==> config.mk <==
export PLATFORM = sky130hd
export DESIGN_NAME = fft_bfly_stage_ctrl
export DESIGN_NICKNAME = d
export VERILOG_FILES = /design/src/rtl/fft_ctrl_pkg.sv /design/src/rtl/fft_tag_delay.sv /design/src/rtl/fft_bfly_stage_ctrl.sv
export SDC_FILE = /design/constraint.sdc
export NUM_CORES = 1
export LEC_CHECK = 0
export CORE_UTILIZATION = 45
export DETAILED_ROUTE_END_ITERATION = 16
export PLACE_DENSITY = 0.72
export REMOVE_ABC_BUFFERS = 1
export SETUP_SLACK_MARGIN = 0.4
export SLEW_MARGIN = 5
export SYNTH_ARGS = -nofsm -noshare
export SYNTH_HDL_FRONTEND = slang
export SYNTH_SLANG_ARGS = --single-unit
==> constraint.sdc <==
create_clock -name clk -period 3.1 [get_ports clk]
set_clock_uncertainty 0.1 [all_clocks]
set_input_delay 0.31 -clock clk [delete_from_list [all_inputs] [get_ports clk]]
set_output_delay 0.31 -clock clk [all_outputs]
set_load 0.05 [all_outputs]
==> src/rtl/fft_ctrl_pkg.sv <==
// Shared types for the butterfly-stage sequencer: FSM states, the per-beat tag
// carried alongside the datapath, and the credit counter width.
package fft_ctrl_pkg;

  typedef enum logic [1:0] {
    IDLE  = 2'd0,
    RUN   = 2'd1,
    DRAIN = 2'd2
  } state_e;

  // Wide enough for any practical frame size; the top uses the low IDX_W bits.
  localparam int TAG_IDX_W = 8;

  typedef struct packed {
    logic                 valid;
    logic                 sop;
    logic                 eop;
    logic [TAG_IDX_W-1:0] idx;
  } tag_t;

  function automatic int credit_cnt_w(input int credits);
    return (credits < 1) ? 1 : $clog2(credits + 1);
  endfunction

endpackage

==> src/rtl/fft_tag_delay.sv <==
// Fixed-latency shift register of beat tags matching the butterfly datapath depth.
// Latency PIPE_LAT edges, no stall; synchronous clear empties every stage.
module fft_tag_delay
  import fft_ctrl_pkg::*;
#(
  parameter int PIPE_LAT = 1
) (
  input  logic clk,
  input  logic clr,
  input  tag_t in_tag,
  output tag_t out_tag
);

  tag_t pipe_q [PIPE_LAT];
  tag_t pipe_d [PIPE_LAT];

  always_comb begin
    pipe_d[0] = in_tag;
    for (int i = 1; i < PIPE_LAT; i++) begin
      pipe_d[i] = pipe_q[i-1];
    end
  end

  always_ff @(posedge clk) begin
    for (int i = 0; i < PIPE_LAT; i++) begin
      if (clr) pipe_q[i] <= '0;
      else     pipe_q[i] <= pipe_d[i];
    end
  end

  assign out_tag = pipe_q[PIPE_LAT-1];

endmodule

==> src/rtl/fft_bfly_stage_ctrl.sv <==
// Sequencer for one radix-2 butterfly stage: frames 16-lane blocks, gates them on
// downstream credits, and re-times sop/eop/index tags to the datapath output.
module fft_bfly_stage_ctrl
  import fft_ctrl_pkg::*;
#(
  parameter int PIPE_LAT      = 1,
  parameter int BLK_PER_FRAME = 4,
  parameter int CREDITS       = 4,
  parameter int IDX_W         = 2
) (
  input  logic             clk,
  input  logic             rst,
  input  logic             in_valid,
  input  logic             in_sop,
  output logic             in_ready,
  input  logic             credit_ret,
  output logic             out_valid,
  output logic             out_sop,
  output logic             out_eop,
  output logic [IDX_W-1:0] tw_addr,
  output logic             frame_done,
  output logic             busy,
  output logic             err_proto,
  output logic             err_credit
);

  localparam int               CNT_W      = credit_cnt_w(CREDITS);
  localparam logic [CNT_W-1:0] CREDIT_MAX = CNT_W'(CREDITS);
  localparam logic [IDX_W-1:0] LAST_IDX   = IDX_W'(BLK_PER_FRAME - 1);

  state_e           state_q, state_d;
  logic [IDX_W-1:0] blk_cnt_q, blk_cnt_d;
  logic [CNT_W-1:0] credit_q, credit_d;
  logic [IDX_W-1:0] last_idx_q, last_idx_d;
  logic             err_credit_q, err_credit_d;
  logic             err_proto_q, err_proto_d;
  logic             frame_done_q, frame_done_d;
  logic             fire;
  logic             credit_ovf;
  logic             idx_unused;
  tag_t             tag_in, tag_out;

  assign in_ready = (state_q == IDLE || state_q == RUN) && (credit_q != '0) && !rst;
  assign fire     = in_valid && in_ready;

  always_comb begin
    state_d      = state_q;
    blk_cnt_d    = blk_cnt_q;
    err_proto_d  = 1'b0;
    frame_done_d = 1'b0;
    tag_in       = '0;
    case (state_q)
      IDLE: begin
        if (fire) begin
          if (in_sop) begin
            tag_in.valid = 1'b1;
            tag_in.sop   = 1'b1;
            if (BLK_PER_FRAME == 1) begin
              tag_in.eop = 1'b1;
              blk_cnt_d  = '0;
              state_d    = DRAIN;
            end else begin
              blk_cnt_d = IDX_W'(1);
              state_d   = RUN;
            end
          end else begin
            // Orphan beat: its credit is still spent, downstream returns it.
            err_proto_d = 1'b1;
          end
        end
      end
      RUN: begin
        if (fire) begin
          tag_in.valid = 1'b1;
          tag_in.idx   = TAG_IDX_W'(blk_cnt_q);
          err_proto_d  = in_sop;
          if (blk_cnt_q == LAST_IDX) begin
            tag_in.eop = 1'b1;
            blk_cnt_d  = '0;
            state_d    = DRAIN;
          end else begin
            blk_cnt_d = blk_cnt_q + 1'b1;
          end
        end
      end
      DRAIN: begin
        // Stay one cycle past the eop beat so frame_done lines up with leaving DRAIN.
        frame_done_d = tag_out.valid && tag_out.eop;
        if (frame_done_q) state_d = IDLE;
      end
      default: state_d = IDLE;
    endcase
  end

  always_comb begin
    credit_d     = credit_q;
    err_credit_d = err_credit_q;
    credit_ovf   = credit_ret && (credit_q == CREDIT_MAX);
    if (credit_ovf) err_credit_d = 1'b1;
    case ({fire, credit_ret && !credit_ovf})
      2'b10:   credit_d = credit_q - 1'b1;
      2'b01:   credit_d = credit_q + 1'b1;
      default: credit_d = credit_q;
    endcase
    last_idx_d = tag_out.valid ? tag_out.idx[IDX_W-1:0] : last_idx_q;
  end

  always_ff @(posedge clk) begin
    if (rst) begin
      state_q      <= IDLE;
      blk_cnt_q    <= '0;
      credit_q     <= CREDIT_MAX;
      last_idx_q   <= '0;
      err_credit_q <= 1'b0;
      err_proto_q  <= 1'b0;
      frame_done_q <= 1'b0;
    end else begin
      state_q      <= state_d;
      blk_cnt_q    <= blk_cnt_d;
      credit_q     <= credit_d;
      last_idx_q   <= last_idx_d;
      err_credit_q <= err_credit_d;
      err_proto_q  <= err_proto_d;
      frame_done_q <= frame_done_d;
    end
  end

  fft_tag_delay #(
    .PIPE_LAT (PIPE_LAT)
  ) u_tag_delay (
    .clk     (clk),
    .clr     (rst),
    .in_tag  (tag_in),
    .out_tag (tag_out)
  );

  assign idx_unused = ^tag_out.idx;

  assign out_valid  = tag_out.valid;
  assign out_sop    = tag_out.sop;
  assign out_eop    = tag_out.eop;
  assign tw_addr    = tag_out.valid ? tag_out.idx[IDX_W-1:0] : last_idx_q;
  assign frame_done = frame_done_q;
  assign busy       = (state_q != IDLE);
  assign err_proto  = err_proto_q;
  assign err_credit = err_credit_q;

endmodule

# [After elaboration in Yosys (flattened, before gate mapping)]
# Memories as Yosys holds them, arrays and structs flattened.
# Index checks and enable logic that the tools add are counted.
[word_totals] ff_bits=12 latchBits=0 ramBits=11 romBits=0 inputBits=5 elab_cells=69 mem_count=1
[op_classes] addsub=3 n_mul=0 n_div=0 magnitude_cmp=0 n_eq_ne=11 shifts=0 mux=28 bitwise=1 reduce_logical=18
[memory_table] name="u_tag_delay.pipe_q" depth=1 width=11 read_ports=1 rd_clocked_by_memory_dff=0 wr=1 line="fft_tag_delay.sv:14" text="tag_t pipe_q [PIPE_LAT];"
[op_table] operator="$mux 2" n=10
[op_table] operator="$mux 9" n=2
[op_table] operator="$mux 11" n=1
[op_table] operator="$reduce_or 11->1" n=1
[op_table] operator="$mux 1" n=10
[op_table] operator="$ne 2x2->1 const B" n=4
[op_table] operator="$eq 2x2->1 const B" n=3
[op_table] operator="$logic_and 1x1->1" n=6
[op_table] operator="$pmux 2 s3" n=1
[op_table] operator="$pmux 3 s2" n=1
[op_table] operator="$reduce_bool 2->1" n=3
[op_table] operator="$reduce_and 5->1" n=1
[op_table] operator="$eq 2x1->1 const B" n=2
[op_table] operator="$pmux 1 s2" n=2
[op_table] operator="$pmux 2 s2" n=1
[op_table] operator="$reduce_and 4->1" n=1
[op_table] operator="$add 3x1->3 const B" n=1
[op_table] operator="$eq 3x3->1 const B" n=1
[op_table] operator="$reduce_bool 3->1" n=1
[op_table] operator="$sub 3x1->3 const B" n=1
[op_table] operator="$add 2x1->2 const B" n=1
[op_table] operator="$logic_not 1->1" n=2
[op_table] operator="$logic_not 2->1" n=1
[op_table] operator="$ne 2x1->1 const B" n=1
[op_table] operator="3 further kinds" n=3

# [Longest topological paths before layout]
[depth] depth_word=8 ltp_mapped=9 ltp_nobuf=8

# [Cells and area by module]
# From an unflattened synthesis, not the netlist that was laid out.
[unflattened] cells_unflattened=88 area_unflattened_um2=947.2
[by_module_without_submodules] module="fft_bfly_stage_ctrl" instances=1 cells_each=65 area_each_um2=609.3
[by_module_without_submodules] module="fft_tag_delay" instances=1 cells_each=23 area_each_um2=337.8

# [Least setup slack after synthesis]
# No wires, ideal clock.
[synth_timing] path_type="reg2reg" start="register credit_q[0]" end="register credit_q[2]" setup_ps=132 t_arrival_ps=2209 t_required_ps=2868 path_slack_ps=659 path_stages_with_launch=10 path_buffers=1 synth_period_minus_slack_ps=2441 path_cell_list="dfxtp_1 or3_1 buf_2 nand2_1 ha_1 inv_1 fa_1 xor2_1 o21ai_0 or3b_2"
[synth_via] elab_chain_cells=6 elab_cells_between_ends=14
[synth_rtl] element="from (decl)" line="fft_bfly_stage_ctrl.sv:33" text="logic [CNT_W-1:0] credit_q, credit_d;"
[synth_rtl] element="from (signal assigned)" line="fft_bfly_stage_ctrl.sv:120" text="credit_q <= credit_d;"
[synth_rtl] element="$eq 3x3->1 or $reduce_bool 3->1 (tied branches)" line="fft_bfly_stage_ctrl.sv:98, fft_bfly_stage_ctrl.sv:43"
[synth_rtl] element="$logic_and 1x1->1, on equally long branches" line="fft_bfly_stage_ctrl.sv:98, fft_bfly_stage_ctrl.sv:43"
[synth_rtl] element="$logic_not 1->1 or $logic_and 1x1->1 (tied branches)" line="fft_bfly_stage_ctrl.sv:100, fft_bfly_stage_ctrl.sv:43"
[synth_rtl] element="$logic_and 1x1->1, on equally long branches" line="fft_bfly_stage_ctrl.sv:100, fft_bfly_stage_ctrl.sv:44"
[synth_rtl] element="$eq 2x1->1 or $eq 2x2->1 (tied branches)" line="fft_bfly_stage_ctrl.sv:100" text="case ({fire, credit_ret && !credit_ovf})"
[synth_rtl] element="$pmux 3 s2 or $reduce_bool 2->1 (tied branches)"
# Parallel ways exist; a longest one is shown, timed or not.
# A chain may end at the register's enable or synchronous reset.

# [Worst setup path after layout]
[layout_timing] start="input rst" end="output in_ready"
[layout_via] elab_chain_cells=2
[layout_rtl] element="from (decl)" line="fft_bfly_stage_ctrl.sv:12" text="input logic rst,"
[layout_rtl] element="$logic_not 1->1" line="fft_bfly_stage_ctrl.sv:43" text="assign in_ready = (state_q == IDLE || state_q == RUN) && (credit_q != '0) && !rst;"
[layout_rtl] element="$logic_and 1x1->1" line="fft_bfly_stage_ctrl.sv:43"
[layout_rtl] element="to (decl)" line="fft_bfly_stage_ctrl.sv:15" text="output logic in_ready,"
# No other way between the ends.

==> results.sh <==
export IMPL_postSynth_asyncResetShare_pct=0
export IMPL_cts_root_buf="sky130_fd_sc_hd__clkbuf_4"
export IMPL_die_x_um=41.8
export IMPL_dp_cells=96
export IMPL_antenna_violations_before_repair=0
export IMPL_largest_net_degree_at_the_start_of_global_routing=14
export IMPL_setup_worst_path_start_class="input port"
export IMPL_detailedPlacementHpwl_um=1000
export IMPL_detailed_route_wire_length_per_cell_um=13.3
export IMPL_yosys_area_share_adder_pct=6.32
export IMPL_tritoncts="yes"
export IMPL_rows=14
export IMPL_nNetsFinal=93
export IMPL_hold_class="flop to flop"
export IMPL_required_time_reported_for_the_critical_path_endpoint_ns=2.69
export IMPL_yosys_warnings=0
export IMPL_met2_resource_use_gr_pct=30.6
export IMPL_number_of_storage_elements_in_the_synthesis_netlist=17
export IMPL_clk_latency_worst_skew_pair_ns=0.29
export IMPL_clkSlewWorstSetupHoldPaths_ns=0.10
export IMPL_report_final_slew_viol_count=0
export IMPL_synth_top_cell_by_area="sky130_fd_sc_hd__dfxtp_1"
export IMPL_maxClockFrequency_mhz=382
export IMPL_timing_reg2reg_setup_slack_ns=0.57
export IMPL_use_met3_pct=3.04
export IMPL_arrival_time_of_data_at_the_critical_path_endpoint_ns=2.21
export IMPL_cts_hold_buffers_added=0
export IMPL_die_footprint_um2=1750
export IMPL_yosys_top_cells_area="sky130_fd_sc_hd__dfxtp_1 (48%), sky130_fd_sc_hd__ha_1 (3.5%), sky130_fd_sc_hd__and4_4 (3.2%)"
export IMPL_timing_slew_headroom_pct=66.4
export IMPL_flow_area_growth_from_synthesis_pct=26.1
export IMPL_layout_min_cycle_time_ns=2.62
export IMPL_grt_first_pass_wirelength_um=2310
export IMPL_synth_compound_gate_area_share_pct=10.7
export IMPL_detail_route_drc_violations=0
export IMPL_worst_slew_pin_transition_ns=0.503
export IMPL_die_height_um=41.8
export IMPL_grt_busiest_layer="met2"
export IMPL_placed_area_um2=868
export IMPL_synth_common_cells="sky130_fd_sc_hd__dfxtp_1 (17), sky130_fd_sc_hd__nor2_1 (6), sky130_fd_sc_hd__nand2_1 (3), sky130_fd_sc_hd__nor3_1 (3)"
export IMPL_final_hold_violation_count=0
export IMPL_share_of_cells_above_drive_strength_1_pct=20.2
export IMPL_synth_area_per_cell_um2=10.5
export IMPL_port_buffers=14
export IMPL_final_cell_area_um2=900
export IMPL_combinational_family_with_the_most_area_after_synthesis="simple AND/OR/NAND/NOR gates"
export IMPL_synth_top_cell_area_share_pct=47.7
export IMPL_power_static_leakage_nw=0.353
export IMPL_post_synth_instance_area_um2=713
export IMPL_number_of_violations_reported_at_the_end_of_detailed_routing_iteration_0=8
export IMPL_globalplace_congestion=0.792
export IMPL_h_tree_level_count=1
export IMPL_final_period_utilization_pct=84.4
export IMPL_seq_area_frac_synth_pct=47.7
export IMPL_finalHoldWorstSlack_ns=0.379
export IMPL_drtPass1Iterations=4
export IMPL_clock_sink_count=17
export IMPL_critical_path_class="input port to output port"
export IMPL_synthMostInstantiatedCell="sky130_fd_sc_hd__dfxtp_1"
export IMPL_power_ir_vdd_worst_v=0.000452
export IMPL_netlist_cell_type_count=32
export IMPL_total_power_w=0.000640
export IMPL_post_layout_nonfiller_instances=100
export IMPL_drtAntennaViolNets=0
export IMPL_global_route_overflow_total=0
export IMPL_detail_route_vias_per_cell=5.43
export IMPL_via_count=543
export IMPL_met1_usage_grt_pct=20.0
export IMPL_syn_inst=68
export IMPL_timing_max_cap_violations=0
export IMPL_floorplan_initialDensity_pct=47.9
export IMPL_totalWireLength_um=1330
export IMPL_final_setup_tns_ns=0
export IMPL_critPathMaxFanout=13
export IMPL_std_cell_core_area_um2=1490
export IMPL_outcome="completed"
export IMPL_ioPinCount=15
export IMPL_critPathCaptureType="output port"
export IMPL_clock_buffers_created_by_tritoncts=3
export IMPL_synth_main_ff_cell="sky130_fd_sc_hd__dfxtp_1"
export IMPL_cellPowerDensity_nw_per_um2=711
export IMPL_grt_setup_unrepaired="no"
export IMPL_synth_edff_count=0
export IMPL_grt_pass1_vias=536
export IMPL_cts_root_to_sink_buffers=2
export IMPL_grt_usage_pct=16.7
export IMPL_parity_gate_share_of_the_synthesized_area_counting_xor_and_xnor_cells_pct=2.46
export IMPL_antenna_diode_count=0
export IMPL_synth_simple_gate_area_share_pct=25.4
export IMPL_num_fill_cells=144
export IMPL_yosys_mux_area_fraction_pct=4.56
export IMPL_finalSetupViolCount=0
final timing paths:
path,from,to,cells past startpoint
hold / removal,u_tag_delay.pipe_q[0][8],frame_done,2
hold reg to reg,u_tag_delay.pipe_q[0][8],frame_done,2
setup / recovery,rst,in_ready,5
setup reg to reg,credit_q[0],credit_q[2],8
area by class of cell:
class / instances / area (um2) / area share, %
inverters: 2 / 7.51 / 0.834
multi-input cells: 46 / 358 / 39.8
flip-flops and latches: 17 / 340 / 37.8
repair buffers: 15 / 148 / 16.4
clock buffers: 4 / 26.3 / 2.92
well taps: 16 / 20.0 / 2.23
kinds of logic after synthesis:
family,Yosys count
AOI/OAI and AO/OA,9
buffers and inverters,5
xor gates and xnor gates,2
muxes,3
and+or+nand+nor,29
DFF,17
adders and majority gates,3
cell usage in the layout (no fill, tap or decap):
| master | n |
|---|---|
| sky130_fd_sc_hd__mux2i_1 | 1 |
| sky130_fd_sc_hd__and4_4 | 2 |
| sky130_fd_sc_hd__clkbuf_4 | 3 |
| sky130_fd_sc_hd__nand2b_1 | 1 |
| sky130_fd_sc_hd__o21ba_2 | 1 |
| sky130_fd_sc_hd__o21ai_0 | 1 |
| sky130_fd_sc_hd__a31oi_1 | 1 |
| sky130_fd_sc_hd__clkbuf_1 | 1 |
| sky130_fd_sc_hd__a41o_1 | 1 |
| sky130_fd_sc_hd__nand3_1 | 2 |
| sky130_fd_sc_hd__or3b_2 | 1 |
| sky130_fd_sc_hd__inv_1 | 2 |
| sky130_fd_sc_hd__or2_2 | 2 |
| sky130_fd_sc_hd__nor3_1 | 3 |
| sky130_fd_sc_hd__nor3b_1 | 2 |
| sky130_fd_sc_hd__nor4_2 | 1 |
| sky130_fd_sc_hd__nor2b_1 | 2 |
| sky130_fd_sc_hd__a21boi_0 | 1 |
| sky130_fd_sc_hd__a21oi_1 | 1 |
| sky130_fd_sc_hd__nand2_1 | 3 |
| sky130_fd_sc_hd__ha_1 | 2 |
| sky130_fd_sc_hd__a2111oi_2 | 1 |
| sky130_fd_sc_hd__or3_4 | 1 |
| sky130_fd_sc_hd__a41oi_1 | 2 |
| sky130_fd_sc_hd__and2_2 | 1 |
| sky130_fd_sc_hd__buf_4 | 1 |
| sky130_fd_sc_hd__clkdlybuf4s50_1 | 14 |
| sky130_fd_sc_hd__fa_1 | 1 |
| sky130_fd_sc_hd__nor2_1 | 6 |
| sky130_fd_sc_hd__nor4_1 | 1 |
| sky130_fd_sc_hd__xor2_1 | 2 |
| sky130_fd_sc_hd__mux2_2 | 2 |
| sky130_fd_sc_hd__dfxtp_1 | 17 |
| sky130_fd_sc_hd__nor3b_2 | 1 |
timing repair:
action                                  in CTS  in global routing
buffers inserted                             0                  0
endpoints found under the setup margin       0                  1
gates resized for setup                      0                  1
registers in the layout, indices dropped and copies added, names as in the netlist:
signal and cells:
err_proto 1, last_idx_q 2, blk_cnt_q 2, u_tag_delay.pipe_q 5
err_credit 1, state_q 2, credit_q 3, frame_done 1
layer usage:
metal,routed length [um],vias to the layer above
li1,-,276
met1,586,248
met2,670,15
met3,58,4
met4,13,0
met5,0,-
power breakdown:
| part | total [W] | switching (W) | internal [W] |
|---|---|---|---|
| Sequential | 0.000283 | 0.0000340 | 0.000249 |
| Clock | 0.000116 | 0.0000658 | 0.0000499 |
| Combinational | 0.000241 | 0.000132 | 0.000109 |
| Total | 0.000640 | 0.000232 | 0.000408 |
worst max-delay path: stages:
cell,delay [ns]
sky130_fd_sc_hd__clkdlybuf4s50_1,0.45
sky130_fd_sc_hd__buf_4,0.21
sky130_fd_sc_hd__nor2_1,0.24
sky130_fd_sc_hd__and2_2,0.21
sky130_fd_sc_hd__clkdlybuf4s50_1,0.79
stage by stage:
stage	setup WS [ns]	util (%)
3_5_place_dp	0.362	58.3
4_1_cts	0.461	60.1
2_1_floorplan	0.680	-
3_3_place_gp	0.412	58.3
6_report	0.483	60.4
5_1_grt	0.415	60.4
(Power assumes the default switching activity.)
